## config.mk

```make
export PLATFORM = sky130hd
export DESIGN_NAME = rom_cipher_decoder
export DESIGN_NICKNAME = d
export VERILOG_FILES = /design/src/rtl/rom_cipher_decoder.sv
export SDC_FILE = /design/constraint.sdc
export NUM_CORES = 1
export LEC_CHECK = 0
export CORE_AREA = 2 2 91 93
export DETAILED_ROUTE_END_ITERATION = 7
export DIE_AREA = 0 0 93 95
export GPL_TIMING_DRIVEN = 0
export PLACE_DENSITY = 0.83
export SLEW_MARGIN = 10
export SYNTH_ARGS = -nofsm -noshare
export SYNTH_HDL_FRONTEND = slang
export SYNTH_SLANG_ARGS = --single-unit
```

## constraint.sdc

```tcl
create_clock -name clk -period 1.94 [get_ports clk]
set_input_delay 0.194 -clock clk [delete_from_list [all_inputs] [get_ports clk]]
set_output_delay 0.194 -clock clk [all_outputs]
set_load 0.05 [all_outputs]
```

## src/rtl/rom_cipher_decoder.sv

```systemverilog
// ROM cipher decoder: walks the cipher ROM image, reads the header words
// (operation, key, stop character), then decodes one cipher word per
// character and writes the zero-extended plaintext byte into data RAM.
// The run ends after the decoded stop character is written, or with an
// error on a bad operation code or when MAX_CHARS characters are used up.
module rom_cipher_decoder #(
   parameter logic [10:0] ROM_BASE  = 11'h000,
   parameter logic [10:0] RAM_BASE  = 11'h100,
   parameter int          MAX_CHARS = 64
) (
   input  logic        clk,
   input  logic        rst,
   input  logic        start,
   output logic [10:0] rom_address,
   input  logic [31:0] rom_data,
   output logic        ram_we,
   output logic [10:0] ram_address,
   output logic [31:0] ram_wdata,
   output logic        busy,
   output logic        done,
   output logic        error,
   output logic [7:0]  char_count
);

   localparam logic [8:0]  LP_MAX       = 9'(MAX_CHARS);
   localparam logic [10:0] LP_KEY_ADDR  = ROM_BASE + 11'd4;
   localparam logic [10:0] LP_STOP_ADDR = ROM_BASE + 11'd8;
   localparam logic [10:0] LP_CHAR_BASE = ROM_BASE + 11'd12;

   typedef enum logic [2:0] {
      S_IDLE,
      S_RD_OP,
      S_RD_KEY,
      S_RD_STOP,
      S_RD_CHAR,
      S_WRITE,
      S_DONE,
      S_ERR
   } state_t;

   state_t      r_state;
   state_t      w_next;

   logic [1:0]  r_op;
   logic [7:0]  r_key;
   logic [7:0]  r_stop;
   logic [7:0]  r_index;
   logic [7:0]  r_byte;
   logic [7:0]  r_count;

   logic        w_opValid;
   logic [7:0]  w_decoded;
   logic [10:0] w_charOffset;
   logic        w_isStop;
   logic        w_isLast;

   // Whole header word must be 1, 2 or 3; anything else is a bad operation.
   assign w_opValid    = (rom_data == 32'd1) || (rom_data == 32'd2) || (rom_data == 32'd3);
   assign w_charOffset = {1'b0, r_index, 2'b00};
   assign w_isStop     = (r_byte == r_stop);
   assign w_isLast     = (({1'b0, r_index} + 9'd1) == LP_MAX);
   assign char_count   = r_count;

   // Decode the low byte of the current cipher word with the captured operation and key.
   always_comb begin
      w_decoded = 8'd0;
      case (r_op)
         2'd1:    w_decoded = rom_data[7:0] ^ r_key;
         2'd2:    w_decoded = ~rom_data[7:0];
         default: w_decoded = rom_data[7:0] - r_key;
      endcase
   end

   // State register; reset aborts any run immediately.
   always_ff @(posedge clk or posedge rst) begin
      if (rst) begin
         r_state <= S_IDLE;
      end else begin
         r_state <= w_next;
      end
   end

   // Next-state logic: three header reads, then read/write pairs per character.
   always_comb begin
      w_next = r_state;
      case (r_state)
         S_IDLE, S_DONE, S_ERR: if (start) w_next = S_RD_OP;
         S_RD_OP:               w_next = w_opValid ? S_RD_KEY : S_ERR;
         S_RD_KEY:              w_next = S_RD_STOP;
         S_RD_STOP:             w_next = S_RD_CHAR;
         S_RD_CHAR:             w_next = S_WRITE;
         S_WRITE: begin
            if (w_isStop) begin
               w_next = S_DONE;
            end else if (w_isLast) begin
               w_next = S_ERR;
            end else begin
               w_next = S_RD_CHAR;
            end
         end
         default:               w_next = S_IDLE;
      endcase
   end

   // Datapath registers: header capture, character index, decoded byte and write count.
   always_ff @(posedge clk or posedge rst) begin
      if (rst) begin
         r_op    <= 2'd0;
         r_key   <= 8'd0;
         r_stop  <= 8'd0;
         r_index <= 8'd0;
         r_byte  <= 8'd0;
         r_count <= 8'd0;
      end else begin
         case (r_state)
            S_IDLE, S_DONE, S_ERR: if (start) r_count <= 8'd0;
            S_RD_OP:               r_op <= rom_data[1:0];
            S_RD_KEY:              r_key <= rom_data[7:0];
            S_RD_STOP: begin
               r_stop  <= rom_data[7:0];
               r_index <= 8'd0;
            end
            S_RD_CHAR:             r_byte <= w_decoded;
            S_WRITE: begin
               r_count <= r_count + 8'd1;
               if (!w_isStop && !w_isLast) r_index <= r_index + 8'd1;
            end
            default: ;
         endcase
      end
   end

   // Output decode: ROM address per read state, RAM strobe only in the write state.
   always_comb begin
      rom_address = ROM_BASE;
      ram_we      = 1'b0;
      ram_address = 11'd0;
      ram_wdata   = 32'd0;
      busy        = 1'b1;
      done        = 1'b0;
      error       = 1'b0;
      case (r_state)
         S_IDLE:    busy = 1'b0;
         S_RD_OP:   rom_address = ROM_BASE;
         S_RD_KEY:  rom_address = LP_KEY_ADDR;
         S_RD_STOP: rom_address = LP_STOP_ADDR;
         S_RD_CHAR: rom_address = LP_CHAR_BASE + w_charOffset;
         S_WRITE: begin
            ram_we      = 1'b1;
            ram_address = RAM_BASE + w_charOffset;
            ram_wdata   = {24'd0, r_byte};
         end
         S_DONE: begin
            busy = 1'b0;
            done = 1'b1;
         end
         S_ERR: begin
            busy  = 1'b0;
            error = 1'b1;
         end
         default:   busy = 1'b0;
      endcase
   end

endmodule

```

==> results of run 1 <==
==> final cells by class <==
cell class / count / area, um^2 / area share
plain buffers: 44 / 337 / 0.0704
multi-input cells: 304 / 2030 / 0.425
clock inverters: 3 / 65.1 / 0.0136
inverters: 23 / 91.3 / 0.0191
repair buffers: 100 / 928 / 0.194
well taps: 105 / 131 / 0.0275
clock buffers: 5 / 68.8 / 0.0144
flip-flops and latches: 45 / 1130 / 0.236
==> state kept, by name, summed over array words and instances, names as in the netlist <==
register / count
char_count: 8
r_byte: 8
r_index: 8
r_key: 8
r_stop: 8
r_state: 3
r_op: 2
==> through the flow <==
step                      setup WS (ns)  TNS [ns]  utilization  instance area (um^2)  hold WS (ns)
after floorplan                  -0.205     -1.12            -                  3390         0.311
after global placement           -0.742    -27.70        0.535                  4240         0.481
after detailed placement         -0.756    -17.93        0.537                  4260         0.478
after CTS                       -0.0135   -0.0387        0.583                  4620         0.154
after global routing            -0.0753    -0.149        0.603                  4780         0.166
final                           0.00423         0        0.603                  4780         0.154
==> synthesized netlist by cell type, types with 2 or more instances <==
| cell | number |
|---|---|
| a21oi_1 | 10 |
| a31oi_1 | 4 |
| and2_1 | 19 |
| and3_1 | 4 |
| and3_4 | 2 |
| buf_2 | 4 |
| buf_4 | 30 |
| buf_6 | 2 |
| clkbuf_1 | 10 |
| dfrtp_1 | 45 |
| ha_1 | 14 |
| inv_1 | 23 |
| mux2_2 | 8 |
| mux2i_1 | 6 |
| nand2_1 | 47 |
| nand3_1 | 14 |
| nand4_1 | 5 |
| nor2_1 | 26 |
| nor2b_1 | 3 |
| nor3_1 | 6 |
| nor4_1 | 7 |
| o211ai_1 | 6 |
| o21a_1 | 3 |
| o21ai_0 | 36 |
| o221ai_1 | 2 |
| o22ai_1 | 5 |
| o311ai_1 | 2 |
| o31ai_1 | 3 |
| or2_2 | 3 |
| or3_1 | 6 |
| xnor2_1 | 12 |
| xor2_1 | 6 |
==> layout by cell type (no fill, tap or decap), types with 10 or more instances in the layout <==
master / n
conb_1: 28
nand2_1: 45
xnor2_1: 12
buf_6: 22
ha_1: 10
buf_4: 62
clkdlybuf4s50_1: 40
nor2_1: 25
o21ai_0: 32
dfrtp_1: 44
inv_1: 19
nand3_1: 13
==> cells by family after synthesis <==
| logic type | after synthesis | share of synthesized area |
|---|---|---|
| XOR/XNOR | 18 | 0.0481 |
| other | 1 | 0.00114 |
| flip-flops | 45 | 0.344 |
| AND/OR/NAND/NOR | 146 | 0.221 |
| AO/OA/AOI/OAI | 82 | 0.157 |
| buffers and inverters | 69 | 0.120 |
| multiplexers | 15 | 0.0504 |
| adder cells (fa/ha/maj) | 15 | 0.0596 |
==> path summary, 6_finish.rpt <==
| path | slack [ns] | cells past startpoint | endpoint | startpoint |
|---|---|---|---|---|
| max | 0.004 | 9 | r_byte[4] | r_key[0] |
| min | 0.15 | 2 | char_count[7] | rst |
| max reg2reg | 0.004 | 9 | r_byte[4] | r_key[0] |
| min reg2reg | 0.50 | 1 | char_count[7] | char_count[7] |
| max in group asynchronous | 1.32 | 3 | r_stop[7] | rst |
| min in group clk | 0.37 | 3 | r_op[0] | rom_data[0] |
==> per-layer routing <==
metal	global-route usage	wire length, um
met5	0	0
met3	0.0311	558
met1	0.223	3450
met4	0.0882	322
met2	0.379	4790
==> power groups by stage <==
stage / Clock (mW) / Combinational (mW) / Sequential, mW
finish: 0.828 / 4.86 / 1.61
floorplan: 0 / 2.86 / 1.64
CTS: 0.841 / 4.46 / 1.59
detailed placement: 0 / 3.95 / 1.61
global placement: 0 / 3.84 / 1.58
global route: 0.891 / 5.19 / 1.65
==> worst reg2reg max path, delay by kind of cell, from the launching register on <==
kind	cells	cell delay (ns)
AOI/OAI and AO/OA	5	0.68
adders and majority gates	2	0.54
buffers and inverters	2	0.25
DFF	1	0.42
==> what timing repair did <==
item / 4_1_cts / 5_1_grt
pin swaps: 12 / 12
gates resized for setup: 207 / 51
setup buffers: 22 / 6
setup endpoints to repair: 39 / 53
==> flow_metrics.tcl, run 1 <==
set metrics [dict create \
    worst_pin_slew_ns 0.542 \
    drt-initial-drc-count 174 \
    wl_mm 9.12 \
    clk_latency_ns 0.29 \
    rsz0062_at_grt "yes" \
    vdd_drop_max_v 0.000859 \
    clk_path_buf_depth 2 \
    ys_warn_count 0 \
    synthArstFlopShare 1.00 \
    yosysTopAreaCell "dfrtp_1" \
    slowest_stage "dfrtp_1" \
    drc 0 \
    port_buffers 72 \
    ctsRootBufferMaster "clkbuf_8" \
    chipHeight_um 95 \
    yosysTopAreaCellShare 0.344 \
    synth-edff-count 0 \
    grt_max_degree 34 \
    cts_buffers 5 \
    grt_pass1_vias 3134 \
    required_ns 2.18 \
    syn_to_final_growth_pct 45.9 \
    seqPwrFrac 0.221 \
    synth_area_leaders "dfrtp_1 34%, buf_4 6.9%, o21ai_0 5.5%" \
    fin_cells 629 \
    wl_per_cell_um 14.5 \
    status "finished clean" \
    ant_nets 0 \
    ioPinCount 101 \
    seq_area_frac_synth 0.344 \
    cts_tree "built" \
    postCtsHoldBufs 0 \
    core_um2 7930 \
    p_int_mw 3.85 \
    dp_hpwl_mm 6.37 \
    cp_cell_sequence "ha_4 -> fa_2 -> inv_2 -> a21oi_2 -> o21bai_1 -> buf_4 -> a21oi_2 -> o211ai_1 -> o21a_1" \
    fin_skew_ns 0.00445 \
    setup_viol 0 \
    chipWidth_um 93 \
    start_util 0.413 \
    clockPowerShare 0.113 \
    place_inst 596 \
    clkTransAtPathRegs_ns 0.08 \
    crit_top_cell "a21oi_2" \
    maxSlewHeadroom 0.639 \
    power_density_nw_per_um2 1530 \
    switching_share 0.472 \
    maxSlewViolCount 0 \
    grt_pass1_wl_mm 14.2 \
    viasPerCell 5.24 \
    n_antenna_cell 0 \
    overflow 0 \
    fmax_mhz 517 \
    drive_gt1_frac 0.324 \
    crit_family "compound AO/OA/AOI/OAI gates" \
    netlist_area_um2 3280 \
    synth_cell_types 50 \
    num_vias 3294 \
    slowest_delay_ns 0.42 \
    ys_ff_latch 45 \
    path_buf_inv 2 \
    leakage_nw 2.22 \
    fin_crit_sh 0.998 \
    ys.flop_type "dfrtp_1" \
    cp-end-kind "register" \
    critPathArrivalTime_ns 2.17 \
    cts_sinks 45 \
    rows 33 \
    drv_cap 0 \
    gp_congestion 0.893 \
    hold_violations 0 \
    cp_max_fo 2 \
    p_total_mw 7.29 \
    start_kind "register" \
    antenna_found_initial 0 \
    power_frac_comb 0.666 \
    synthCells 391 \
    critPathKind "register to register" \
    finalCriticalPeriod_ns 1.94 \
    drtPass1Iterations 5 \
    syn_area_per_cell_um2 8.38 \
    htreeDepth 2 \
    fillers 669 \
    grt_usage 0.201 \
    p_switching_mw 3.44 \
    hp-class "primary input to async pin" \
    fin_nets 573 \
    dieArea_um2 8840 \
]
(Power assumes the default switching activity.)
==> run 2: changes to the inputs <==
- ABC_AREA: unset -> 1
- CORE_AREA: 2 2 91 93 -> 2 2 88 90
- DIE_AREA: 0 0 93 95 -> 0 0 90 92
- PLACE_DENSITY: 0.83 -> 0.86
- clock period: 1.94 -> 1.8 ns (I/O delays scaled with it)
==> run 2 against run 1 <==
  * Final area increased by 9.7%
  * Synthesized cell count grew 22%
  * Global-route usage up 2.2 points
  * Clock-buffer cell count up 1
  * Clock power is 2% lower
  * Sequential cell count unchanged
  * Clock skew rose by 0.0029 ns
  * The run now ends with negative setup slack left
  * Die area down 6.3%
  * Highest routed layer unchanged
  * Core utilization rose by 10 points
  * Wire length grew 16%
  * Critical endpoint is now r_index[3]
==> flow_metrics.tcl, run 2 <==
set metrics [dict create \
    clk_path_buf_depth 2 \
    ioPinCount 101 \
    finalCriticalPeriod_ns 1.96 \
    power_density_nw_per_um2 1550 \
    switching_share 0.504 \
    ctsRootBufferMaster "clkbuf_8" \
    required_ns 1.99 \
    synth_cell_types 40 \
    rsz0062_at_grt "yes" \
    gp_congestion 0.894 \
    num_vias 3755 \
    postCtsHoldBufs 0 \
    clkTransAtPathRegs_ns 0.09 \
    clk_latency_ns 0.30 \
    p_total_mw 8.14 \
    netlist_area_um2 3370 \
    chipWidth_um 90 \
    dieArea_um2 8280 \
    setup_viol 17 \
    power_frac_comb 0.687 \
    maxSlewViolCount 0 \
    synth.top_cells.by_count "104 x nand2_1, 63 x nor2_1, 58 x inv_1, 45 x dfrtp_1, 35 x o21ai_0" \
    synthCells 477 \
    cts_sinks 45 \
    hp-class "primary input to async pin" \
    fin_ws_ns -0.156 \
    busiest_layer "met2" \
    fin_cells 722 \
    p_int_mw 4.04 \
    syn_to_final_growth_pct 55.4 \
    start_util 0.453 \
    maxSlewHeadroom 0.667 \
    layout_commonest_cell "nand2_1" \
    dp_hpwl_mm 6.72 \
    fin_crit_sh 1.09 \
    cts_buffers 5 \
    cp-end-kind "register" \
    post-route-util 0.704 \
    ys.flop_type "dfrtp_1" \
    fin_skew_ns 0.00732 \
    synth-edff-count 0 \
    htreeDepth 2 \
    use_met2 0.419 \
    status "complete, but fails checks" \
    synthArstFlopShare 1.00 \
    violations "negative setup slack" \
    drt-initial-drc-count 255 \
    rows 32 \
    drive_gt1_frac 0.308 \
    worst_pin_slew_ns 0.499 \
    fin_nets 669 \
    n_antenna_cell 0 \
    vdd_drop_max_v 0.000810 \
    cts_tree "built" \
    seqPwrFrac 0.214 \
    ant_nets 0 \
    cp_max_fo 8 \
    groute.layer.met1.usage 0.252 \
    viasPerCell 5.20 \
    wl_per_cell_um 14.6 \
    reg2reg_setup_slack_ns -0.16 \
    drtPass1Iterations 5 \
    rr_startpoint "r_index[0]" \
    grt_max_degree 36 \
    met3_usage 0.0435 \
    drc 0 \
    syn_area_per_cell_um2 7.07 \
    antenna_found_initial 0 \
    core_um2 7450 \
    grt_usage 0.223 \
    critPathArrivalTime_ns 2.15 \
    p_switching_mw 4.11 \
    synth_area_leaders "dfrtp_1 33%, nand2_1 12%, nor2_1 7.0%" \
    overflow 0 \
    layout_common_cells "91 x nand2_1, 64 x buf_4, 51 x inv_1" \
    chipHeight_um 92 \
    critPathKind "register to register" \
    yosysTopAreaCell "dfrtp_1" \
    clockPowerShare 0.099 \
    fillers 552 \
    ys_ff_latch 45 \
    drv_cap 0 \
    grt_pass1_vias 3403 \
    hold_violations 0 \
    leakage_nw 2.55 \
    fmax_mhz 511 \
    port_buffers 72 \
    yosysTopAreaCellShare 0.334 \
    start_kind "register" \
    yosysMostFrequentCell "nand2_1" \
    hold_slack_ns 0.117 \
    grt_pass1_wl_mm 15.2 \
    seq_area_frac_synth 0.334 \
    r2r-end "r_index[3]" \
    dpl_worst_slack_ns -0.795 \
    place_inst 679 \
    ys_warn_count 0 \
    worstRegToRegCells 12 \
    wl_mm 10.6 \
]
[run 2: how the worst max path moves through the flow]
stage / slack [ns] / cells after the start / from / endpoint
2_1_floorplan: -0.16 / 6 / r_state[1] / rom_address[2]
3_3_place_gp: -0.74 / 7 / r_state[0] / rom_address[9]
3_5_place_dp: -0.80 / 7 / r_state[0] / rom_address[7]
4_1_cts: -0.11 / 9 / r_index[0] / rom_address[8]
5_1_grt: -0.21 / 13 / r_index[0] / r_index[3]
6_report: -0.16 / 12 / r_index[0] / r_index[3]
[run 2: per-layer routing]
metal  vias to the layer above  share of wire
li1                       1767              -
met1                      1746           0.36
met2                       198           0.54
met3                        44          0.067
met4                         0          0.036
met5                         -              0
[run 2: worst max-delay path, stage by stage, from the launching register on]
cell and delay [ns]:
dfrtp_2 0.38, buf_6 0.11, buf_6 0.10, buf_4 0.13, nand3_2 0.10, o21ai_1 0.19
nand2_1 0.12, nor2_2 0.21, nand3_4 0.13, nand3_4 0.14, nand2_8 0.10, nand2_1 0.08
nand2_1 0.06
[run 2: repair_timing]
item,in CTS,in global routing
resized for setup,222,53
setup endpoints to repair,40,41
pin swaps,9,16
cloned,3,0
buffers inserted,20,13
[run 2: area by class of cell]
| class | instances | area [um^2] | area share |
|---|---|---|---|
| buffer | 40 | 347 | 0.0661 |
| clock buffer | 6 | 82.6 | 0.0158 |
| multi-input combinational | 356 | 2190 | 0.418 |
| clock inverter | 2 | 37.5 | 0.00716 |
| timing repair buffer | 108 | 1060 | 0.202 |
| inverter | 63 | 265 | 0.0506 |
| tap | 102 | 128 | 0.0243 |
| sequential | 45 | 1130 | 0.216 |
[run 2: cells by family after synthesis]
group                      Yosys count  synth area share
DFF                                 45             0.334
buffers and inverters              104             0.154
adders and majority gates           15            0.0578
other                                1           0.00111
xor gates and xnor gates            16            0.0415
AOI/OAI and AO/OA                   78             0.125
and+or+nand+nor                    218             0.287
[run 2: power by group through the flow]
stage	sequential [mW]	clock [mW]	combinational, mW
floorplan	1.84	0	3.16
detailed placement	1.75	0	4.38
global route	1.78	0.854	6.00
global placement	1.72	0	4.25
CTS	1.71	0.811	5.09
finish	1.74	0.808	5.59
[run 2: through the flow]
| stage | cell area [um^2] | TNS [ns] |
|---|---|---|
| final | 5240 | -1.50 |
| after global routing | 5240 | -2.64 |
| after CTS | 4990 | -1.08 |
| after detailed placement | 4530 | -17.86 |
| after global placement | 4510 | -31.32 |
| after floorplan | 3660 | -0.795 |
==> run 3: changes to the inputs <==
- ABC_CLOCK_PERIOD_IN_PS: unset -> 1800
- SLEW_MARGIN: 10 -> 5
==> results of run 3 <==
The final DEF is identical to that of run 2; final timing and power are the same.
